### config.mk
export PLATFORM = sky130hd
export DESIGN_NAME = ds_temp_ctrl
export DESIGN_NICKNAME = d
export VERILOG_FILES = /design/src/rtl/ds_pkg.sv /design/src/rtl/ds_wait_timer.sv /design/src/rtl/ds_temp_ctrl.sv
export SDC_FILE = /design/constraint.sdc
export NUM_CORES = 1
export LEC_CHECK = 0
export ABC_AREA = 1
export BUFFER_PORTS_ARGS = -buffer_cell sky130_fd_sc_hd__buf_2
export CORE_MARGIN = 5
export CORE_UTILIZATION = 35
export CTS_CLUSTER_SIZE = 40
export DETAILED_ROUTE_END_ITERATION = 16
export PLACE_DENSITY_LB_ADDON = 0.15
export SLEW_MARGIN = 15
export SYNTH_ARGS = -nofsm -noshare
export SYNTH_HDL_FRONTEND = slang
export SYNTH_SLANG_ARGS = --single-unit
### constraint.sdc
create_clock -name clk -period 3.1 [get_ports clk]
set_input_delay 0.62 -clock clk [delete_from_list [all_inputs] [get_ports clk]]
set_output_delay 0.62 -clock clk [all_outputs]
set_load 0.02 [all_outputs]
### src/rtl/ds_pkg.sv
// DS18B20 measurement sequencer: shared command bytes, FSM states
// and the op-state successor function.
package ds_pkg;

  localparam logic [7:0] DS_CMD_SKIP_ROM = 8'hCC;
  localparam logic [7:0] DS_CMD_CONVERT  = 8'h44;
  localparam logic [7:0] DS_CMD_READ_SP  = 8'hBE;

  typedef enum logic [3:0] {
    S_IDLE,
    S_RST1,
    S_SKIP1,
    S_CONV,
    S_WCONV,
    S_RST2,
    S_SKIP2,
    S_RDCMD,
    S_RDL,
    S_RDH,
    S_DONE
  } state_e;

  typedef enum logic {
    PH_ISSUE,
    PH_WAIT
  } phase_e;

  function automatic state_e ds_next(state_e s);
    state_e n;
    unique case (s)
      S_RST1:  n = S_SKIP1;
      S_SKIP1: n = S_CONV;
      S_CONV:  n = S_WCONV;
      S_WCONV: n = S_RST2;
      S_RST2:  n = S_SKIP2;
      S_SKIP2: n = S_RDCMD;
      S_RDCMD: n = S_RDL;
      S_RDL:   n = S_RDH;
      S_RDH:   n = S_DONE;
      default: n = S_IDLE;
    endcase
    return n;
  endfunction

endpackage

### src/rtl/ds_wait_timer.sv
// Shared conversion-wait / watchdog counter.
// clr,en in; cnt out; hit_conv/hit_tmo flag CONV_CYC-1 / TMO_CYC-1.
module ds_wait_timer #(
  parameter int CONV_CYC = 37_500_000,
  parameter int TMO_CYC  = 5_000_000,
  parameter int CNT_W    = 26
) (
  input  logic             clk,
  input  logic             rst_n,
  input  logic             clr,
  input  logic             en,
  output logic [CNT_W-1:0] cnt,
  output logic             hit_conv,
  output logic             hit_tmo
);

  logic [CNT_W-1:0] cnt_q;
  logic [CNT_W-1:0] cnt_d;

  always_comb begin
    cnt_d = cnt_q;
    if (clr) begin
      cnt_d = '0;
    end else if (en) begin
      cnt_d = cnt_q + 1'b1;
    end
  end

  always_ff @(posedge clk or negedge rst_n) begin
    if (!rst_n) begin
      cnt_q <= '0;
    end else begin
      cnt_q <= cnt_d;
    end
  end

  assign cnt      = cnt_q;
  assign hit_conv = (cnt_q == CNT_W'(CONV_CYC - 1));
  assign hit_tmo  = (cnt_q == CNT_W'(TMO_CYC - 1));

endmodule

### src/rtl/ds_temp_ctrl.sv
// DS18B20 sequencer: one measurement per start, drives the byte layer
// (rst_en/wr_en/rd_en/wdata; rdy/rdata/rdata_vld) and returns temp/err.
module ds_temp_ctrl #(
  parameter int CONV_CYC = 37_500_000,
  parameter int TMO_CYC  = 5_000_000,
  parameter int CNT_W    = 26
) (
  input  logic        clk,
  input  logic        rst_n,
  input  logic        start,
  output logic        busy,
  output logic [15:0] temp,
  output logic        temp_vld,
  output logic        err,
  output logic        rst_en,
  output logic        wr_en,
  output logic [7:0]  wdata,
  output logic        rd_en,
  input  logic [7:0]  rdata,
  input  logic        rdata_vld,
  input  logic        rdy
);

  import ds_pkg::*;

  state_e      state_q, state_d;
  phase_e      phase_q, phase_d;
  logic        rst_en_q, rst_en_d;
  logic        wr_en_q, wr_en_d;
  logic        rd_en_q, rd_en_d;
  logic [7:0]  wdata_q, wdata_d;
  logic        err_q, err_d;
  logic [7:0]  lsb_q, lsb_d;
  logic [15:0] temp_q, temp_d;

  logic [CNT_W-1:0] cnt;
  logic hit_conv;
  logic hit_tmo;
  logic tmr_clr;
  logic is_rst;
  logic is_rd;
  logic op_end;
  logic [7:0] cmd;

  ds_wait_timer #(
    .CONV_CYC (CONV_CYC),
    .TMO_CYC  (TMO_CYC),
    .CNT_W    (CNT_W)
  ) u_timer (
    .clk      (clk),
    .rst_n    (rst_n),
    .clr      (tmr_clr),
    .en       (busy),
    .cnt      (cnt),
    .hit_conv (hit_conv),
    .hit_tmo  (hit_tmo)
  );

  assign busy     = (state_q != S_IDLE) && (state_q != S_DONE);
  assign temp_vld = (state_q == S_DONE);
  assign is_rst   = (state_q == S_RST1) || (state_q == S_RST2);
  assign is_rd    = (state_q == S_RDL) || (state_q == S_RDH);

  always_comb begin
    cmd = DS_CMD_SKIP_ROM;
    unique case (1'b1)
      (state_q == S_CONV):  cmd = DS_CMD_CONVERT;
      (state_q == S_RDCMD): cmd = DS_CMD_READ_SP;
      default:              cmd = DS_CMD_SKIP_ROM;
    endcase
  end

  // First WAIT cycle has cnt==0; rdy there still reflects the old op.
  assign op_end = is_rd ? rdata_vld : (rdy && (cnt != '0));

  always_comb begin
    state_d  = state_q;
    phase_d  = phase_q;
    rst_en_d = 1'b0;
    wr_en_d  = 1'b0;
    rd_en_d  = 1'b0;
    wdata_d  = wdata_q;
    err_d    = 1'b0;
    lsb_d    = lsb_q;
    temp_d   = temp_q;
    unique case (state_q)
      S_IDLE: begin
        // err_q marks the abort cycle, where start is not accepted.
        if (start && !err_q) begin
          state_d = S_RST1;
          phase_d = PH_ISSUE;
        end
      end
      S_WCONV: begin
        if (hit_conv) begin
          state_d = S_RST2;
          phase_d = PH_ISSUE;
        end
      end
      S_DONE: begin
        state_d = S_IDLE;
        phase_d = PH_ISSUE;
      end
      default: begin
        if (hit_tmo) begin
          err_d   = 1'b1;
          state_d = S_IDLE;
          phase_d = PH_ISSUE;
        end else if (phase_q == PH_ISSUE) begin
          if (rdy) begin
            phase_d = PH_WAIT;
            if (is_rst) begin
              rst_en_d = 1'b1;
            end else if (is_rd) begin
              rd_en_d = 1'b1;
            end else begin
              wr_en_d = 1'b1;
              wdata_d = cmd;
            end
          end
        end else if (op_end) begin
          if (state_q == S_RDL) begin
            lsb_d = rdata;
          end
          if (state_q == S_RDH) begin
            temp_d = {rdata, lsb_q};
          end
          state_d = ds_next(state_q);
          phase_d = PH_ISSUE;
        end
      end
    endcase
  end

  assign tmr_clr = (state_d != state_q) || (phase_d != phase_q) || !busy;

  always_ff @(posedge clk or negedge rst_n) begin
    if (!rst_n) begin
      state_q  <= S_IDLE;
      phase_q  <= PH_ISSUE;
      rst_en_q <= 1'b0;
      wr_en_q  <= 1'b0;
      rd_en_q  <= 1'b0;
      wdata_q  <= 8'h00;
      err_q    <= 1'b0;
      lsb_q    <= 8'h00;
      temp_q   <= 16'h0000;
    end else begin
      state_q  <= state_d;
      phase_q  <= phase_d;
      rst_en_q <= rst_en_d;
      wr_en_q  <= wr_en_d;
      rd_en_q  <= rd_en_d;
      wdata_q  <= wdata_d;
      err_q    <= err_d;
      lsb_q    <= lsb_d;
      temp_q   <= temp_d;
    end
  end

  assign rst_en = rst_en_q;
  assign wr_en  = wr_en_q;
  assign rd_en  = rd_en_q;
  assign wdata  = wdata_q;
  assign err    = err_q;
  assign temp   = temp_q;

endmodule
-- Word level (Yosys, flattened, before mapping)
Memories as Yosys holds them, arrays and structs flattened.
Index checks and enable logic that the tools add are counted.
- reduce and logical (&&, ||, !) cells: 17
- equal/unequal tests: 13
- add/sub/neg operators: 1
- bitwise logic cells: 5
- muxes and demuxes: 36
- operator list (operator ; number):
    two-way mux 26 bit ; 2
    adder 26 x 1 -> 26 bit (second input constant) ; 1
    equality test 26 x 23 -> 1 bit (second input constant) ; 1
    equality test 26 bit (second input constant) ; 1
    two-way mux 1 bit ; 26
    nonzero test 26 bit ; 1
    two-way mux 4 bit ; 5
    one-hot mux 8 bit (2 select lines) ; 1
    equality test 4 x 3 -> 1 bit (second input constant) ; 3
    equality test 4 bit (second input constant) ; 3
    one-hot mux 4 bit (3 select lines) ; 1
    AND reduction 5 bit ; 2
    AND reduction 6 bit ; 1
    NOT 1 bit ; 5
    equality test 4 x 1 -> 1 bit (second input constant) ; 1
    equality test 4 x 2 -> 1 bit (second input constant) ; 1
    logical NOT 4 bit ; 1
    logical OR 1 bit ; 4
    inequality test 4 bit ; 1
    inequality test 4 bit (second input constant) ; 1
    nonzero test 4 bit ; 1
    logical AND 1 bit ; 3
    one-hot mux 1 bit (3 select lines) ; 1
    OR reduction 3 bit ; 1
    other kinds (3) ; 4
- ROM bits: 64
- memories: 1
- bits in registers: 67
- input bits: 13
- memory list (memory ; depth ; bits a word ; read ports ; clocked after Yosys merged registers in ; wr ports ; line ; source):
    (no name shown) ; 16 ; 4 ; 1 ; 0 ; 0 ; ds_pkg.sv:30 ; unique case (s)

-- Logic depth before layout (Yosys ltp)
Gate-level depths: netlist (run 1).
- word-level depth: 11
- depth in mapped cells: 19

-- Modules after synthesis
From an unflattened synthesis (run 1), not the netlist that was laid out.
- cell total of the unflattened synthesis: 464
- area, all modules: 3617.2 um2
- by module, submodules not included (module ; area an instance (um2) ; seq. area each (um2) ; cells an instance ; instances):
    ds_temp_ctrl ; 1943.1 ; 925.9 ; 229 ; 1
    ds_wait_timer ; 1674.1 ; 650.6 ; 235 ; 1

-- Worst setup path before layout (run 1)
Ideal clock, no wire load.
- path type: register to register
- start point: reg state_q[0]
- end point: reg u_timer.cnt_q[10], in the netlist u_timer.cnt[10]
- setup slack: 0.840 ns
- arrival time: 2.136 ns
- buffers on the path: 1
- cell stages (with the launch flop): 18
- cell sequence: dfrtp_1 > inv_1 > ha_1 > inv_1 > nor2_2 > nand3b_4 > inv_2 > o21ai_1 > nor2_1 > nand2_1 > nand3_1 > nand2_1 > clkinv_1 > nand2_2 > nor2_4 > nand2_4 > buf_8 > nor2_4
- RTL lines (what ; line ; source):
    start, declared ; ds_temp_ctrl.sv:26 ; state_e state_q, state_d;
    start signal, assigned ; ds_temp_ctrl.sv:149 ; state_q <= state_d;
    equality test 4 bit * ; n/a ;
    named net temp_vld ; ds_temp_ctrl.sv:13 ; output logic temp_vld,
    one-hot mux 4 bit (3 select lines) or one-hot mux 1 bit (3 select lines) (tied branches) ; ds_temp_ctrl.sv:86 ; unique case (state_q)
    inequality test 4 bit or inequality test 1 bit (tied branches) ; ds_temp_ctrl.sv:135 ; assign tmr_clr = (state_d != state_q) || (phase_d != phase_q) || !busy;
    logical OR 1 bit * (2 in series) ; ds_temp_ctrl.sv:135 ;
    two-way mux 26 bit or nonzero test 2 bit (tied branches) ; n/a ;
    end signal, assigned ; ds_wait_timer.sv:33 ; cnt_q <= cnt_d;
    end, declared ; ds_wait_timer.sv:17 ; logic [CNT_W-1:0] cnt_q;
Mark *: on every way through the listed nets, which the timed path passes. The rest lies on a longest branch.
A chain may end at the register's enable or synchronous reset.

-- Worst setup path in the final report (run 1)
- start point: reg state_q[0]
- end point: reg u_timer.cnt_q[8], in the netlist u_timer.cnt[8]
- longest elaborated chain between the ends: 11
- ends and longest elaborated chain (what):
    parallel branches: the longest is 11 deep, another holds memory read (16 x 4 bit)
Several ways; the timed one is not identified.

==> results.cfg, run 1 <==
[placement]
hpwl_mm = 5.91
place_congestion = 0.873
io_buffers = 41
dp_cells = 598
placed_cell_area_um2 = 3930

[timing]
setup_viol = 0
min_period_over_period_pct = 87.6
setup_tns_ps = 0
finalHoldViolCount = 0
rsz0062_at_grt = false
fin_crit_ps = 2710
worst_pin_slew_ps = 743
slew_headroom_pct = 50.5
fmax_mhz = 368
maxSlewViolCount = 0
fin_worst_skew_ps = 12.5

[setup_path]
startpoint = state_q[0]$_DFF_PN0_
crit_type = flip-flop to flip-flop
r2r_end = u_timer.cnt[8]$_DFFE_PN0P_
critPathRequiredTime_ps = 3320
path_max_fanout = 17
worstPathArrival_ps = 2940
reg2reg_from = state_q[0]$_DFF_PN0_
critPathCaptureType = flip-flop
cp-start-kind = flip-flop
r2r_cells = 18
reg2reg_slack_ps = 390

[clock_tree]
cts-root-buf = clkbuf_8
clock_path_buffers = 2
clock_sinks = 63
cts.clk_slew.worst_paths_ps = 70
post_cts_buffers = 0
cts_tree = built
clk_latency_ps = 340
numCtsBuffers = 9
holdBufCountCts = 0
ctsResizeCount = 0
h-tree-depth = 3

[floorplan]
die_area_um2 = 12400
dieWidth_um = 111
placementRows = 37
start_util_pct = 35.4
boundaryPins = 43
core_um2 = 10100
die-height_um = 111

[grt]
grt_overflow = 0
track_usage_pct = 13.0
grt_pass1_wl_mm = 13.2
antenna_found_initial = 0
grt_pass1_vias = 2777
grt_max_degree = 35

[drt]
first_pass_iters = 4
ant_nets = 0
routed_via_density = 4.47
wl_mm = 7.71
vias = 2747
drtIter0Drc = 109
drc = 0
wl_per_cell_um = 12.6

[layout]
nets = 493
finalInstanceArea_um2 = 4110
drive_above_1_share_pct = 23.8
diodes = 0
stdcell_count = 614
utilization_pct = 40.5
area_delta_synth_final_pct = 14.5

[synthesis]
synth.distinct_cells = 37
synth_async_sr_flop_share_pct = 100
synth_cells = 426
synth-edff-count = 0
synth_top_family_by_area = simple AND/OR/NAND/NOR gates
synth-xor-area-share_pct = 5.13
yosys.area.top_type_share_pct = 44.0
synth_mux_area_share_pct = 2.51
syn_area_per_cell_um2 = 8.42
yosys-top-cells-area = dfrtp_1 44%, nand2_1 9.2%, nor2_4 7.2%
synthSimpleGateAreaFrac_pct = 31.7
syn-num-nets = 446
ys_ff_latch = 63
synth_compound_area_share_pct = 4.78
synth_largest_area_cell = dfrtp_1
synthAdderAreaFrac_pct = 2.44
synthFlopType = dfrtp_1
post-synth-top-count-cell = nand2_1
netlist_area_um2 = 3590
yosys-top-cells-count = 88 x nand2_1, 63 x dfrtp_1, 59 x inv_1
ys_seq_area_share_pct = 44.0
yosysWarnings = 0

[pwr]
leakage_nw = 2.03
pwr_density_cell_nw_per_um2 = 710
vdd_drop_max_mv = 0.459

[job]
cap_violations = 0

[hold_path]
hold_path_class = input port to async pin

[status]
status = finished, final reports clean
==> cells by family (layout without fill, tap and decap cells) <==
kind of cell / after synthesis / in the layout
buffers and inverters: 78 / 130
XOR/XNOR: 21 / 21
other: 1 / 1
flip-flops: 63 / 63
AO/OA/AOI/OAI: 32 / 32
multiplexers: 8 / 8
AND/OR/NAND/NOR: 216 / 216
adder cells (fa/ha/maj): 7 / 7
==> final cells by class <==
type	instances	area [um2]
fill	1048	6030
multi-input combinational	285	1670
sequential	63	1580
inverter	69	259
timing repair buffer	45	248
tap	136	170
clock buffer	9	124
clock inverter	7	55.1
==> report_power, final <==
| part | leakage (nW) | switching [mW] | internal [mW] | total [mW] |
|---|---|---|---|---|
| sequential | 0.861 | 0.0623 | 0.891 | 0.953 |
| combinational | 1.08 | 0.915 | 0.393 | 1.31 |
| clock | 0.0866 | 0.354 | 0.298 | 0.652 |
| total | 2.03 | 1.33 | 1.58 | 2.91 |
==> flip-flops by register name (all words and copies together) (netlist names) <==
register,flops
temp,16
lsb_q,8
err,1
rd_en,1
wr_en,1
rst_en,1
state_q,4
phase_q,1
u_timer.cnt,26
wdata,4
==> stage by stage <==
stage	total power [mW]	hold WS, ps	setup slack, ps
2_1_floorplan	2.05	324	840
3_3_place_gp	2.29	451	484
3_5_place_dp	2.30	455	372
4_1_cts	2.97	365	343
5_1_grt	3.14	398	167
6_report	2.91	345	386
==> metal layers <==
layer | vias to the layer above | global-route usage [%] | part of all wire [%] | wire, um
met4 | 0 | 2.92 | 0.79 | 61
met1 | 1264 | 18.4 | 50 | 3840
li1 | 1424 | - | - | -
met2 | 52 | 20.1 | 45 | 3500
met3 | 7 | 3.22 | 4.0 | 307
met5 | - | 0 | 0 | 0
==> critical path: stages, from the launching register on <==
cell	delay [ps]
dfrtp_1	430
inv_1	190
ha_1	240
inv_1	80
nor2_2	220
inv_2	90
nand3b_4	120
inv_2	40
o21ai_1	150
nor2_1	70
nand2_1	90
nand3_1	70
nand2_1	70
clkinv_1	60
nand2_2	80
nor2_4	40
nand2_4	300
buf_4	240
nor2_4	30
==> how the worst max path moves through the flow <==
stage                                             end  slack, ps  depth (start not counted)
final                      u_timer.cnt[8]$_DFFE_PN0P_        390                         18
after global routing      u_timer.cnt[12]$_DFFE_PN0P_        170                         18
after CTS                  u_timer.cnt[8]$_DFFE_PN0P_        340                         18
after detailed placement  u_timer.cnt[10]$_DFFE_PN0P_        370                         18
after global placement    u_timer.cnt[10]$_DFFE_PN0P_        480                         18
after floorplan           u_timer.cnt[10]$_DFFE_PN0P_        840                         17
==> cells in the final DEF (no fill, tap or decap), types with 9 or more instances in the layout <==
cell type | Yosys | routed
nand2_1 | 88 | 88
nor2_1 | 49 | 49
nand4_1 | 15 | 15
nor2_4 | 23 | 23
xor2_1 | 18 | 18
inv_1 | 59 | 59
clkbuf_8 | 0 | 9
o21ai_0 | 20 | 20
dfrtp_1 | 63 | 63
inv_2 | 9 | 9
nand3_1 | 14 | 14
buf_2 | 1 | 41
(Power assumes the default switching activity.)
==> run 2: changes to the inputs <==
- CORE_UTILIZATION: 35 -> 38
==> results.cfg, run 2 (synthesis results as in run 1) <==
[status]
status = finished, final reports clean

[layout]
drive_above_1_share_pct = 23.5
nets = 491
fill_cells = 898
stdcell_count = 605
mostFrequentLayoutCell = nand2_1
layout_common_cells = 88 x nand2_1, 63 x dfrtp_1, 59 x inv_1
largest_reg_flops = 26
area_delta_synth_final_pct = 14.2
diodes = 0

[clock_tree]
post_cts_buffers = 0
h-tree-depth = 3
clock_sinks = 63
cts.clk_slew.worst_paths_ps = 90
clock_path_buffers = 2
ctsResizeCount = 0
clk_latency_ps = 360
cts_tree = built
numCtsBuffers = 9
holdBufCountCts = 0
cts-root-buf = clkbuf_8

[drt]
wl_per_cell_um = 12.8
ant_nets = 0
drc = 0
drtIter0Drc = 111
routed_via_density = 4.58
vias = 2773
first_pass_iters = 4
wl_mm = 7.72

[setup_path]
worstPathArrival_ps = 2980
r2r_cells = 18
crit_type = flip-flop to flip-flop
reg2reg_from = state_q[0]$_DFF_PN0_
r2r_end = u_timer.cnt[13]$_DFFE_PN0P_
critPathCaptureType = flip-flop
path_max_fanout = 16
critPathRequiredTime_ps = 3340
reg2reg_slack_ps = 360
cp-start-kind = flip-flop

[grt]
met1_usage_pct = 20.8
use_met2_pct = 20.0
grt_pass1_wl_mm = 13.3
grt_pass1_vias = 2759
use_met3_pct = 4.76
top_usage_layer = met1
grt_overflow = 0
grt_max_degree = 64
track_usage_pct = 14.6
antenna_found_initial = 0

[floorplan]
boundaryPins = 43
core_um2 = 9240
placementRows = 35
start_util_pct = 38.8
die_area_um2 = 11500
die-height_um = 107
dieWidth_um = 107

[placement]
place_congestion = 0.916
hpwl_mm = 5.64
io_buffers = 41
dp_cells = 589

[timing]
min_period_over_period_pct = 88.4
fmax_mhz = 365
maxSlewViolCount = 0
fin_worst_skew_ps = 13.4
fin_crit_ps = 2740
finalHoldViolCount = 0
setup_viol = 0
setup_tns_ps = 0
rsz0062_at_grt = false

[hold_path]
hold_path_class = input port to async pin

[job]
cap_violations = 0

[pwr]
leakage_nw = 2.03
vdd_drop_max_mv = 0.337
pwr_density_cell_nw_per_um2 = 714
[run 2: cell types whose count changed in the layout (fill, tap and decap cells not counted), sizes merged]
cell / previous run / this run
buf: 45 / 43
clkinv: 3 / 2
inv: 71 / 72
[run 2: worst max-delay path by stage]
| stage | from | to | slack, ps | depth (start not counted) |
|---|---|---|---|---|
| after global placement | state_q[0]$_DFF_PN0_ | u_timer.cnt[16]$_DFFE_PN0P_ | 450 | 18 |
| after detailed placement | state_q[0]$_DFF_PN0_ | u_timer.cnt[13]$_DFFE_PN0P_ | 420 | 18 |
| after global routing | state_q[0]$_DFF_PN0_ | u_timer.cnt[16]$_DFFE_PN0P_ | 140 | 18 |
| final | state_q[0]$_DFF_PN0_ | u_timer.cnt[13]$_DFFE_PN0P_ | 360 | 18 |
| after CTS | state_q[0]$_DFF_PN0_ | u_timer.cnt[15]$_DFFE_PN0P_ | 370 | 18 |
| after floorplan | state_q[0]$_DFF_PN0_ | u_timer.cnt[10]$_DFFE_PN0P_ | 840 | 17 |
[run 2: cell type report]
cell class              count  area [um2]  share of cell area, %
well taps                 129         161                   3.94
inverters                  69         259                   6.33
clock buffers               9         124                   3.03
multi-input cells         285        1670                   40.9
repair buffers             43         245                   5.99
flip-flops and latches     63        1580                   38.5
clock inverters             7        55.1                   1.34
[run 2: per-stage QoR]
stage               total power [mW]  setup WS [ps]  hold WS (ps)  utilization, %  cell area [um2]
CTS                             2.95            373           276            44.3             4090
floorplan                       2.05            840           324               -             3590
detailed placement              2.26            417           458            42.4             3920
global route                    3.13            135           285            44.3             4090
finish                          2.92            361           262            44.3             4090
global placement                2.27            448           447            42.4             3920
[run 2: worst max-delay path, stage by stage (launching register included)]
cell and delay, ps:
dfrtp_1 450, inv_1 190, ha_1 240, inv_1 80, nor2_2 200, inv_2 90, nand3b_4 120, inv_2 40
o21ai_1 170, nor2_1 70, nand2_1 90, nand3_1 60, nand2_1 60, clkinv_1 60, nand2_2 80, nor2_4 40
nand2_4 290, buf_12 240, nor2_4 30
[run 2: power breakdown]
group	internal, mW	switching, mW
Clock	0.300	0.381
Sequential	0.890	0.0622
Combinational	0.373	0.919
Total	1.56	1.36
[run 2: routing by layer]
layer,wire [um],vias up
met3,515,18
met2,3230,74
li1,-,1411
met4,181,0
met5,0,-
met1,3800,1270
==> run 3: changes to the inputs <==
- BUFFER_PORTS_ARGS: -buffer_cell sky130_fd_sc_hd__buf_2 -> default
- DONT_BUFFER_PORTS: default -> 1
==> results.cfg, run 3 (synthesis results as in run 1) <==
[layout]
fill_cells = 931
nets = 451
diodes = 0
layout_common_cells = 88 x nand2_1, 63 x dfrtp_1, 59 x inv_1
largest_reg_flops = 26
drive_above_1_share_pct = 16.5
stdcell_count = 565
area_delta_synth_final_pct = 8.86
mostFrequentLayoutCell = nand2_1

[drt]
drc = 0
ant_nets = 0
drtIter0Drc = 86
routed_via_density = 4.63
vias = 2616
wl_per_cell_um = 13.7
wl_mm = 7.72
first_pass_iters = 4

[floorplan]
boundaryPins = 43
core_um2 = 9240
dieWidth_um = 107
die_area_um2 = 11500
die-height_um = 107
placementRows = 35
start_util_pct = 38.8

[timing]
setup_viol = 0
finalHoldViolCount = 0
fin_worst_skew_ps = 11.9
maxSlewViolCount = 0
setup_tns_ps = 0
slew_headroom_pct = 62.3
fin_crit_ps = 2670
fmax_mhz = 375
worst_pin_slew_ps = 566
holdWs_ps = 117
rsz0062_at_grt = false
min_period_over_period_pct = 86.1

[placement]
dp_cells = 548
place_congestion = 0.895
hpwl_mm = 5.60
io_buffers = 0

[job]
cap_violations = 0

[clock_tree]
cts-root-buf = clkbuf_8
clock_path_buffers = 2
cts_tree = built
clock_sinks = 63
clk_latency_ps = 350
post_cts_buffers = 0
h-tree-depth = 3
numCtsBuffers = 9
cts.clk_slew.worst_paths_ps = 90

[grt]
track_usage_pct = 14.4
grt_max_degree = 64
grt_pass1_vias = 2619
antenna_found_initial = 0
use_met3_pct = 5.42
use_met2_pct = 20.8
grt_pass1_wl_mm = 13.0
met1_usage_pct = 19.8
top_usage_layer = met2
grt_overflow = 0

[setup_path]
crit_type = flip-flop to flip-flop
path_max_fanout = 16
worstPathArrival_ps = 2900
r2r_end = u_timer.cnt[14]$_DFFE_PN0P_
cp-start-kind = flip-flop
r2r_cells = 18
critPathRequiredTime_ps = 3330
crit_end = u_timer.cnt[14]$_DFFE_PN0P_
reg2reg_from = state_q[0]$_DFF_PN0_
reg2reg_slack_ps = 430
startpoint = state_q[0]$_DFF_PN0_
critPathCaptureType = flip-flop

[pwr]
pwr_density_cell_nw_per_um2 = 729
vdd_drop_max_mv = 0.355
leakage_nw = 1.84

[status]
status = finished, final reports clean

[hold_path]
hold_path_class = input port to async pin
[run 3: cell types whose count changed in the layout (fill, tap and decap cells not counted)]
| cell | previous run | this run |
|---|---|---|
| buf_12 | 2 | 1 |
| buf_16 | 0 | 1 |
| buf_2 | 41 | 0 |
| buf_4 | 0 | 1 |
| clkinv_4 | 0 | 1 |
| inv_6 | 4 | 3 |
[run 3: worst max-delay path, cell delays in order (launching register included)]
cell	delay, ps
dfrtp_1	430
inv_1	190
ha_1	240
inv_1	80
nor2_2	190
inv_2	80
nand3b_4	110
inv_2	40
o21ai_1	160
nor2_1	70
nand2_1	80
nand3_1	70
nand2_1	60
clkinv_1	60
nand2_2	80
nor2_4	40
nand2_4	280
buf_12	240
nor2_4	40
[run 3: through the flow]
step           utilization, %  area [um2]  setup WS (ps)  power [mW]
4_1_cts                  42.2        3900            404        2.89
2_1_floorplan               -        3590            840        2.05
5_1_grt                  42.2        3900            174        3.05
3_5_place_dp             40.0        3700            422        2.19
6_report                 42.2        3900            430        2.85
3_3_place_gp             40.0        3700            512        2.19
[run 3: area by class of cell]
class	count	area, um2	area share, %
well taps	129	161	4.13
flip-flops and latches	63	1580	40.4
repair buffers	3	55.1	1.41
clock buffers	9	124	3.17
multi-input cells	285	1670	42.9
clock inverters	7	55.1	1.41
inverters	69	259	6.63
[run 3: repair_timing]
item | in CTS | in global routing
resized for setup | 0 | 0
endpoints found under the hold margin | 63 | 0
hold buffers | 1 | 0
[run 3: how the worst min path moves through the flow]
stage          start                           to  slack, ps
2_1_floorplan  rst_n                err$_DFF_PN0_        320
3_3_place_gp   rst_n  u_timer.cnt[16]$_DFFE_PN0P_        330
3_5_place_dp   rst_n  u_timer.cnt[16]$_DFFE_PN0P_        330
4_1_cts        rst_n              rd_en$_DFF_PN0_        140
5_1_grt        rst_n  u_timer.cnt[20]$_DFFE_PN0P_        130
6_report       rst_n            phase_q$_DFF_PN0_        120
[run 3: power breakdown]
part	leakage, nW	switching, mW	internal (mW)	total (mW)
Combinational	0.890	0.840	0.334	1.17
Clock	0.0866	0.369	0.298	0.666
Sequential	0.861	0.116	0.890	1.01
[run 3: metal layers]
layer  wire, um  vias to the layer above
li1           -                     1333
met4        136                        0
met2       3360                       66
met3        461                       14
met1       3760                     1203
met5          0                        -
